### src/rtl/emu_run_ctrl.sv
// -----------------------------------------------------------------------------
// emu_run_ctrl
//
// Host-side run controller for the emulation system. It sequences the target
// between RUN, PAUSED and the two checkpoint-scan phases (SCAN_WAIT, SCAN).
// The target is only stopped on a tick, so it always halts on a committed
// target-cycle boundary. The block also counts committed target cycles, runs a
// single-step down-counter and records why the target stopped.
//
// Ports
//   host_clk     in   host clock, all logic on the rising edge
//   host_rst_n   in   asynchronous active-low reset
//   tick         in   a target cycle commits in this host cycle
//   trig         in   target trap/breakpoint trigger (level)
//   idle         in   emulation models quiescent, required before scan
//   pause_req    in   host pause request (pulse)
//   resume_req   in   host resume request (pulse)
//   scan_req     in   host checkpoint-scan request (pulse)
//   scan_done    in   scan engine finished (pulse)
//   count_wr     in   load the cycle counter with count_wdata
//   count_wdata  in   cycle counter load value
//   step_wr      in   load the step counter with step_wdata
//   step_wdata   in   step counter load value, 0 disables stepping
//   run_mode     out  target allowed to advance (state RUN)
//   scan_mode    out  scan chains selected (state SCAN)
//   count        out  committed target cycles
//   step         out  remaining steps
//   cause        out  stop cause {pause, step, trig}, sticky until resume
//   stop_evt     out  one-cycle pulse on RUN -> PAUSED
//   busy         out  high in SCAN_WAIT or SCAN
// -----------------------------------------------------------------------------
module emu_run_ctrl #(
    parameter int unsigned CNT_W     = 64,
    parameter bit          RESET_RUN = 1'b1
) (
    input  logic             host_clk,
    input  logic             host_rst_n,
    input  logic             tick,
    input  logic             trig,
    input  logic             idle,
    input  logic             pause_req,
    input  logic             resume_req,
    input  logic             scan_req,
    input  logic             scan_done,
    input  logic             count_wr,
    input  logic [CNT_W-1:0] count_wdata,
    input  logic             step_wr,
    input  logic [CNT_W-1:0] step_wdata,
    output logic             run_mode,
    output logic             scan_mode,
    output logic [CNT_W-1:0] count,
    output logic [CNT_W-1:0] step,
    output logic [2:0]       cause,
    output logic             stop_evt,
    output logic             busy
);

    typedef enum logic [1:0] {
        ST_RUN       = 2'd0,
        ST_PAUSED    = 2'd1,
        ST_SCAN_WAIT = 2'd2,
        ST_SCAN      = 2'd3
    } state_t;

    localparam state_t RESET_STATE = RESET_RUN ? ST_RUN : ST_PAUSED;

    state_t           r_state;
    logic             r_run_mode;
    logic             r_scan_mode;
    logic             r_busy;
    logic             r_stop_evt;
    logic [2:0]       r_cause;
    logic             r_pause_pend;
    logic [CNT_W-1:0] r_count;
    logic [CNT_W-1:0] r_step;

    logic [CNT_W-1:0] w_step_next;
    logic             w_step_trig;
    logic             w_adv;
    logic             w_pause_any;
    logic             w_stop;

    // A target cycle is committed (and counted) only while running.
    assign w_adv = r_run_mode & tick;

    // NOTE: every signal written in always_comb gets a default first, so no
    // path leaves it unassigned and no latch is inferred.
    always_comb begin
        w_step_next = r_step;
        if (step_wr) begin
            w_step_next = step_wdata;
        end else if (r_step == '0) begin
            w_step_next = '0;
        end else if (w_adv) begin
            w_step_next = r_step - 1'b1;
        end
    end

    // Fires only on the transition to zero; a load in the same cycle
    // overrides the decrement, so a nonzero load suppresses the trigger.
    assign w_step_trig = (r_step != '0) && (w_step_next == '0);

    assign w_pause_any = r_pause_pend | pause_req;
    assign w_stop      = tick & (trig | w_step_trig | w_pause_any);

    // Control FSM with registered outputs. Each transition updates the
    // output registers together with the state so they never lag it.
    // NOTE: sequential state uses non-blocking assignments only, so every
    // register samples the values from before the clock edge.
    always_ff @(posedge host_clk or negedge host_rst_n) begin
        if (!host_rst_n) begin
            r_state      <= RESET_STATE;
            r_run_mode   <= RESET_RUN;
            r_scan_mode  <= 1'b0;
            r_busy       <= 1'b0;
            r_stop_evt   <= 1'b0;
            r_cause      <= 3'b000;
            r_pause_pend <= 1'b0;
        end else begin
            r_stop_evt <= 1'b0;
            case (r_state)
                ST_RUN: begin
                    if (w_stop) begin
                        r_state      <= ST_PAUSED;
                        r_run_mode   <= 1'b0;
                        r_stop_evt   <= 1'b1;
                        r_cause      <= {w_pause_any, w_step_trig, trig};
                        r_pause_pend <= 1'b0;
                    end else if (pause_req) begin
                        // Hold the request until the next tick boundary.
                        r_pause_pend <= 1'b1;
                    end
                end
                ST_PAUSED: begin
                    // scan_req wins; a same-cycle resume_req is dropped.
                    if (scan_req) begin
                        r_state <= ST_SCAN_WAIT;
                        r_busy  <= 1'b1;
                    end else if (resume_req) begin
                        r_state    <= ST_RUN;
                        r_run_mode <= 1'b1;
                        r_cause    <= 3'b000;
                    end
                end
                ST_SCAN_WAIT: begin
                    if (idle) begin
                        r_state     <= ST_SCAN;
                        r_scan_mode <= 1'b1;
                    end
                end
                ST_SCAN: begin
                    // cause is left untouched so it survives the checkpoint.
                    if (scan_done) begin
                        r_state     <= ST_PAUSED;
                        r_scan_mode <= 1'b0;
                        r_busy      <= 1'b0;
                    end
                end
                default: begin
                    r_state      <= RESET_STATE;
                    r_run_mode   <= RESET_RUN;
                    r_scan_mode  <= 1'b0;
                    r_busy       <= 1'b0;
                    r_pause_pend <= 1'b0;
                end
            endcase
        end
    end

    // Cycle counter: a host load beats the increment; wraps modulo 2^CNT_W.
    always_ff @(posedge host_clk or negedge host_rst_n) begin
        if (!host_rst_n) begin
            r_count <= '0;
        end else if (count_wr) begin
            r_count <= count_wdata;
        end else if (w_adv) begin
            r_count <= r_count + 1'b1;
        end
    end

    always_ff @(posedge host_clk or negedge host_rst_n) begin
        if (!host_rst_n) begin
            r_step <= '0;
        end else begin
            r_step <= w_step_next;
        end
    end

    assign run_mode  = r_run_mode;
    assign scan_mode = r_scan_mode;
    assign busy      = r_busy;
    assign stop_evt  = r_stop_evt;
    assign cause     = r_cause;
    assign count     = r_count;
    assign step      = r_step;

endmodule

### config.mk
export PLATFORM = sky130hd
export DESIGN_NAME = emu_run_ctrl
export DESIGN_NICKNAME = d
export VERILOG_FILES = /design/src/rtl/emu_run_ctrl.sv
export SDC_FILE = /design/constraint.sdc
export NUM_CORES = 1
export LEC_CHECK = 0
export ABC_AREA = 1
export ABC_CLOCK_PERIOD_IN_PS = 2310
export CAP_MARGIN = 20
export CELL_PAD_IN_SITES_DETAIL_PLACEMENT = 0
export CELL_PAD_IN_SITES_GLOBAL_PLACEMENT = 1
export CORE_ASPECT_RATIO = 1.5
export CORE_UTILIZATION = 31
export DETAILED_ROUTE_END_ITERATION = 7
export PLACE_DENSITY = 0.91
export SYNTH_ARGS = -nofsm -noshare
export SYNTH_HDL_FRONTEND = slang
export SYNTH_SLANG_ARGS = --single-unit
export TNS_END_PERCENT = 20
### constraint.sdc
create_clock -name host_clk -period 2.31 [get_ports host_clk]
set_input_delay 0.3465 -clock host_clk [delete_from_list [all_inputs] [get_ports host_clk]]
set_output_delay 0.3465 -clock host_clk [all_outputs]
set_load 0.005 [all_outputs]
# --- After elaboration in Yosys (flattened, before gate mapping) ---
# Cells that the tools add are included.
totals:
  n_memories: 0
  latchBits: 0
  output_inout_bits: 135
  wordCells: 69
  rom_bits: 0
  in_bits: 139
  regBits: 138
  ramBits: 0
classes:
  div: 0
  n_mux: 28
  add_sub_neg: 2
  magnitude_cmp: 0
  reduce_logical: 15
  eq_ne: 10
  bitwise_logic: 5
  n_shift: 0
  mul: 0
ops:
  columns: ["operator", "count"]
  rows:
  - ["$mux W64", 5]
  - ["$logic_not A64 Y1", 2]
  - ["$add A64 B1 Y64 const B", 1]
  - ["$reduce_bool A64 Y1", 1]
  - ["$sub A64 B1 Y64 const B", 1]
  - ["$ne A2 B2 Y1 const B", 6]
  - ["$mux W1", 10]
  - ["$mux W2", 5]
  - ["$reduce_bool A2 Y1", 5]
  - ["$mux W3", 3]
  - ["$pmux W2 S4", 1]
  - ["$reduce_and A4 Y1", 2]
  - ["$pmux W1 S2", 3]
  - ["$pmux W3 S2", 1]
  - ["$reduce_and A3 Y1", 2]
  - ["$eq A2 B2 Y1 const B", 2]
  - ["$ne A3 B3 Y1 const B", 1]
  - ["$or A1 B1 Y1", 3]
  - ["$and A1 B1 Y1", 2]
  - ["$eq A2 B1 Y1 const B", 1]
  - ["$logic_not A2 Y1", 1]
  - ["$reduce_and A2 Y1", 1]
  - ["$logic_and A1 B1 Y1", 1]

# --- Logic depth before layout (Yosys ltp) ---
logic_depth:
  word_depth: 11
  ltp_mapped: 26
  depth_no_buf: 25

# --- Worst setup path after synthesis ---
# Ideal clock, no wire load.
synth_path:
  path_type: "register to register"
  from: "register r_step[0], in the netlist step[0]"
  to: "register r_state[0]"
  slack_ps: -150
  synth_period_minus_slack_ps: 2460
  required_time_ps: 2193
  arrival_time_ps: 2343
  n_path_buf: 1
  stages_incl_launch_ff: 27
  path_cell_list: "dfrtp_1 -> inv_1 -> ha_1 -> inv_1 -> nor2_1 -> nand2_1 -> nor2_1 -> nand2_1 -> nor2_4 -> nand2_4 -> nand2_8 -> buf_6 -> nor2_1 -> nor2_1 -> nand2_1 -> nor2_1 -> nand2_1 -> nor2_1 -> nand3_1 -> nor2_1 -> nand2_1 -> nand2_2 -> nand2_4 -> nand2_8 -> nand2_1 -> nand2_1 -> nand2_1"
synth_between:
  elab_chain_cells: 11
synth_lines:
  columns: ["element", "line_no", "source"]
  rows:
  - ["from (decl)", "75", "logic [CNT_W-1:0] r_step;"]
  - ["from (signal assigned)", "185", "r_step <= w_step_next;"]
  - ["$sub A64 B1 Y64", "95", "w_step_next = r_step - 1'b1;"]
  - ["$mux W64", "94", "end else if (w_adv) begin"]
  - ["$mux W64", "92", "end else if (r_step == '0) begin"]
  - ["$mux W64", "90", "if (step_wr) begin"]
  - ["$logic_not A64 Y1", "101", "assign w_step_trig = (r_step != '0) && (w_step_next == '0);"]
  - ["$logic_and A1 B1 Y1 *", "101", null]
  - ["$or A1 B1 Y1 * (2 in series)", "104", "assign w_stop = tick & (trig | w_step_trig | w_pause_any);"]
  - ["$and A1 B1 Y1 *", "104", null]
  - ["$ne A2 B2 Y1 (no source line) *", null, null]
  - ["$reduce_and A4 Y1 (no source line) *", null, null]
  - ["to (signal assigned)", "112", "r_state <= RESET_STATE;"]
  - ["to (signal assigned)", "124", "r_state <= ST_PAUSED;"]
  - ["to (signal assigned)", "137", "r_state <= ST_SCAN_WAIT;"]
  - ["to (decl)", "67", "state_t r_state;"]
# Every way passes the cells marked *; elsewhere a longest branch is shown, timed or not.
# A chain may end at the register's enable or synchronous reset.

# --- Worst setup path after layout ---
layout_path:
  from: "register r_step[0], in the netlist step[0]"
  to: "register r_stop_evt, in the netlist stop_evt"
layout_between:
  elab_chain_cells: 11
layout_lines:
  columns: ["element", "line_no", "source"]
  rows:
  - ["$sub A64 B1 Y64", "95", null]
  - ["$mux W64", "94", null]
  - ["$mux W64 *", "92", null]
  - ["$mux W64 *", "90", null]
  - ["named net w_step_next[41]", "77", "logic [CNT_W-1:0] w_step_next;"]
  - ["$logic_not A64 Y1 *", "101", null]
  - ["$logic_and A1 B1 Y1 *", "101", null]
  - ["$or A1 B1 Y1 * (2 in series)", "104", null]
  - ["$and A1 B1 Y1 *", "104", null]
  - ["$mux W1 *", "123", "if (w_stop) begin"]
  - ["$mux W1 *", "121", "case (r_state)"]
  - ["to (signal assigned)", "116", "r_stop_evt <= 1'b0;"]
  - ["to (signal assigned)", "120", "r_stop_evt <= 1'b0;"]
  - ["to (signal assigned)", "126", "r_stop_evt <= 1'b1;"]
  - ["to (decl)", "71", "logic r_stop_evt;"]
# Mark *: on every way through the listed nets, which the timed path passes. The rest lies on a longest branch.

==> metrics.cfg <==
[worst_setup_path]
critical_path.max_fanout = 6
reg2reg_slack_ns = -0.62
worstPathArrival_ns = 3.31
crit_start = step[0]$_DFF_PN0_
path_cells = inv_2, ha_4, inv_2, nor2_1, nand2_1, nor2_1, nand2_1, nor2_4, nand2_4, nand2_8, buf_12, buf_6, o21ai_1, nor2_1, nand2_1, nor2_2, nand3_2, nor2_2, nand2_2, nand2_2, nand2_4, buf_4, buf_4, nor2_4
r2r_cells = 24
regToRegStartpoint = step[0]$_DFF_PN0_
slowest_stage = dfrtp_1
cp_top_family = simple AND/OR/NAND/NOR gates
end_kind = register
r2r-end = stop_evt$_DFF_PN0_
crit_required_ns = 2.69
crit_path_max_incr_delay_ns = 0.39
start_kind = register
crit_type = reg2reg
cp_num_buf_inv = 6

[clock_tree]
cts.clk_slew.worst_paths_ns = 0.07
clk_path_buf_depth = 2
clk_latency_ns = 0.45
cts_buffers = 17
cts_tree = yes
cts_sinks = 138
htreeDepth = 4
root_buffer = clkbuf_16

[placed_design]
placedCellCount = 2492
hpwl_um = 34070
io_buffers = 273
routabilityCongestion = 0.9731

[synthesis]
synth_top_area_share_pct = 34.51
yosysWarnings = 0
yosysSeqAreaShare_pct = 34.78
ys_ff_latch = 138
synth_area_um2 = 9933
synth_top_flop_cell = dfrtp_1
async_flop_share_pct = 100.0
synth_area_leaders = dfrtp_1, nand2_1, nor2_1
syn_nets = 1664
synth_cells = 1517
synth_top_area_cell = dfrtp_1
syn_area_per_cell_um2 = 6.548
post_synth_num_cell_types = 44
synth_edf_count = 0

[sta]
tightest_slew_ns = 0.6016
fin_tns_setup_ns = -6.156
period_share_pct = 126.6
hold_viol = 0
slew_headroom_pct = 59.89
final-max-slew-violation-count = 0
fin_worst_skew_ns = 0.01364
rsz0062_at_grt = yes
period_needed_ns = 2.925
fmax_mhz = 341.9
setup_viol = 19
fin_ws_ns = -0.6151

[worst_hold_path]
min_path_type = in2reg
hold_path_depth = 3
hp-start = count_wr
worstHoldEndpoint = count[9]$_DFFE_PN0P_

[drt]
viasPerCell = 4.931
detail-route-antenna-nets = 0
wl_per_cell_um = 17.19
dr.pass1.iters = 7
wl_um = 43950
vias = 12610
drt-initial-drc-count = 707
drc = 0

[job]
maxCapViolCount = 0

[global_route]
grt.total_usage_pct = 26.83
grt_pass1_vias = 12850
antenna_found_initial = 1
overflow = 0
grt_max_degree = 55
grt_pass1_wl_um = 67340

[die]
die_w_um = 148.2
core-area_um2 = 31240
die-area_um2 = 32780
die_h_um = 221.2
io_pins = 274
fp-row-count = 79
start_util_pct = 31.80

[finish]
final_cell_mix = nand2_1, buf_4, clkdlybuf4s50_1
syn_to_final_growth_pct = 71.00
layoutNonFillerInstCount = 2557
nets = 2285
drive_gt1_share_pct = 26.13
final_common_cell = nand2_1

[pwr]
switching_share_pct = 35.70
pwr-share-clk_pct = 28.3
power.internal_uw = 6415
powerDensity_nw_per_um2 = 587.4
ir_drop_v = 0.0005566
switchingPower_uw = 3562
power_frac_seq_pct = 31.9
power.leakage_uw = 0.007885
pwr-share-comb_pct = 39.9

[run_status]
status = finished with violations
failed_checks = negative setup slack

==> worst min-delay path, cell delays in order <==
cell and delay (ns):
buf_2 0.17, nand2_1 0.08, o211ai_1 0.07
==> timing repair <==
action / CTS / global route
setup buffers: 20 / 8
cloned: 2 / 1
hold buffers: 1 / 0
pin swaps: 15 / 36
setup endpoints to repair: 30 / 37
endpoints found under the hold margin: 47 / 0
gates resized for setup: 63 / 93
==> worst max-delay path by stage <==
stage	end	slack, ns	depth (start not counted)
2_1_floorplan	r_state[0]$_DFFE_PN0P_	-0.11	26
3_3_place_gp	r_state[0]$_DFFE_PN0P_	-0.94	21
3_5_place_dp	r_state[1]$_DFFE_PN0P_	-0.97	21
4_1_cts	cause[2]$_DFFE_PN0P_	-0.62	26
5_1_grt	cause[2]$_DFFE_PN0P_	-0.81	22
6_report	stop_evt$_DFF_PN0_	-0.62	24
==> cells in the mapped netlist (12+ instances only) <==
| cell | n |
|---|---|
| clkbuf_1 | 26 |
| xor2_1 | 56 |
| nand2_1 | 537 |
| inv_1 | 158 |
| o221ai_1 | 15 |
| o211ai_1 | 26 |
| o21ai_0 | 24 |
| nand3_1 | 106 |
| nor3_1 | 41 |
| nand4_1 | 34 |
| nor2_1 | 219 |
| xnor2_1 | 12 |
| dfrtp_1 | 137 |
| nor2_2 | 18 |
| a21oi_1 | 14 |
==> power by group through the flow <==
stage | logic [µW] | clock network, µW | registers [µW]
after CTS | 3890 | 2880 | 3160
after floorplan | 1430 | 0 | 3230
final | 3980 | 2820 | 3180
after global placement | 3690 | 0 | 3190
after global routing | 4320 | 2980 | 3230
after detailed placement | 3750 | 0 | 3190
==> per-layer routing <==
layer  track usage, %  vias to the layer above  wire [µm]
met5                0                        -          0
met4            17.89                        0       2832
met3            4.598                      152       2812
met2            48.60                      555      22770
met1            27.95                     5822      15540
li1                 -                     6079          -
==> registers in the layout, summed over array words and instances (netlist names) <==
signal / cells
busy: 1
stop_evt: 1
r_pause_pend: 1
step: 64
count: 64
r_state: 2
run_mode: 1
cause: 3
scan_mode: 1
==> cells by family (layout without fill, tap and decap cells) <==
group	after synthesis	in the layout	synth area share (%)
adder cells (fa/ha/maj)	8	8	1.008
flip-flops	138	138	34.78
buffers and inverters	198	831	7.847
AND/OR/NAND/NOR	1004	1005	43.68
other	0	1	0
XOR/XNOR	68	68	5.996
AO/OA/AOI/OAI	101	101	6.689
==> per-stage QoR <==
step                total power, µW  area (µm²)  hold WS (ns)  setup slack [ns]  utilization (%)
finish                         9977       16990        0.2743           -0.6151            54.38
global route                  10530       16980        0.2697           -0.8069            54.37
CTS                            9931       16600        0.2492           -0.6161            53.16
detailed placement             6944       15560        0.3616           -0.9669            49.80
global placement               6882       15560        0.3600           -0.9433            49.80
floorplan                      4665        9933       0.05091           -0.1111                -
==> cell type report <==
type | instances | area (µm²)
Timing Repair Buffer | 634 | 5580
Timing Repair inverter | 1 | 8.758
Tap cell | 405 | 506.7
Clock buffer | 17 | 425.4
Clock inverter | 15 | 163.9
Fill cell | 2906 | 14250
Antenna cell | 1 | 2.502
Inverter | 164 | 633.1
Multi-Input combinational cell | 1182 | 6208
Sequential cell | 138 | 3457
Power figures use the tool's default switching activity.
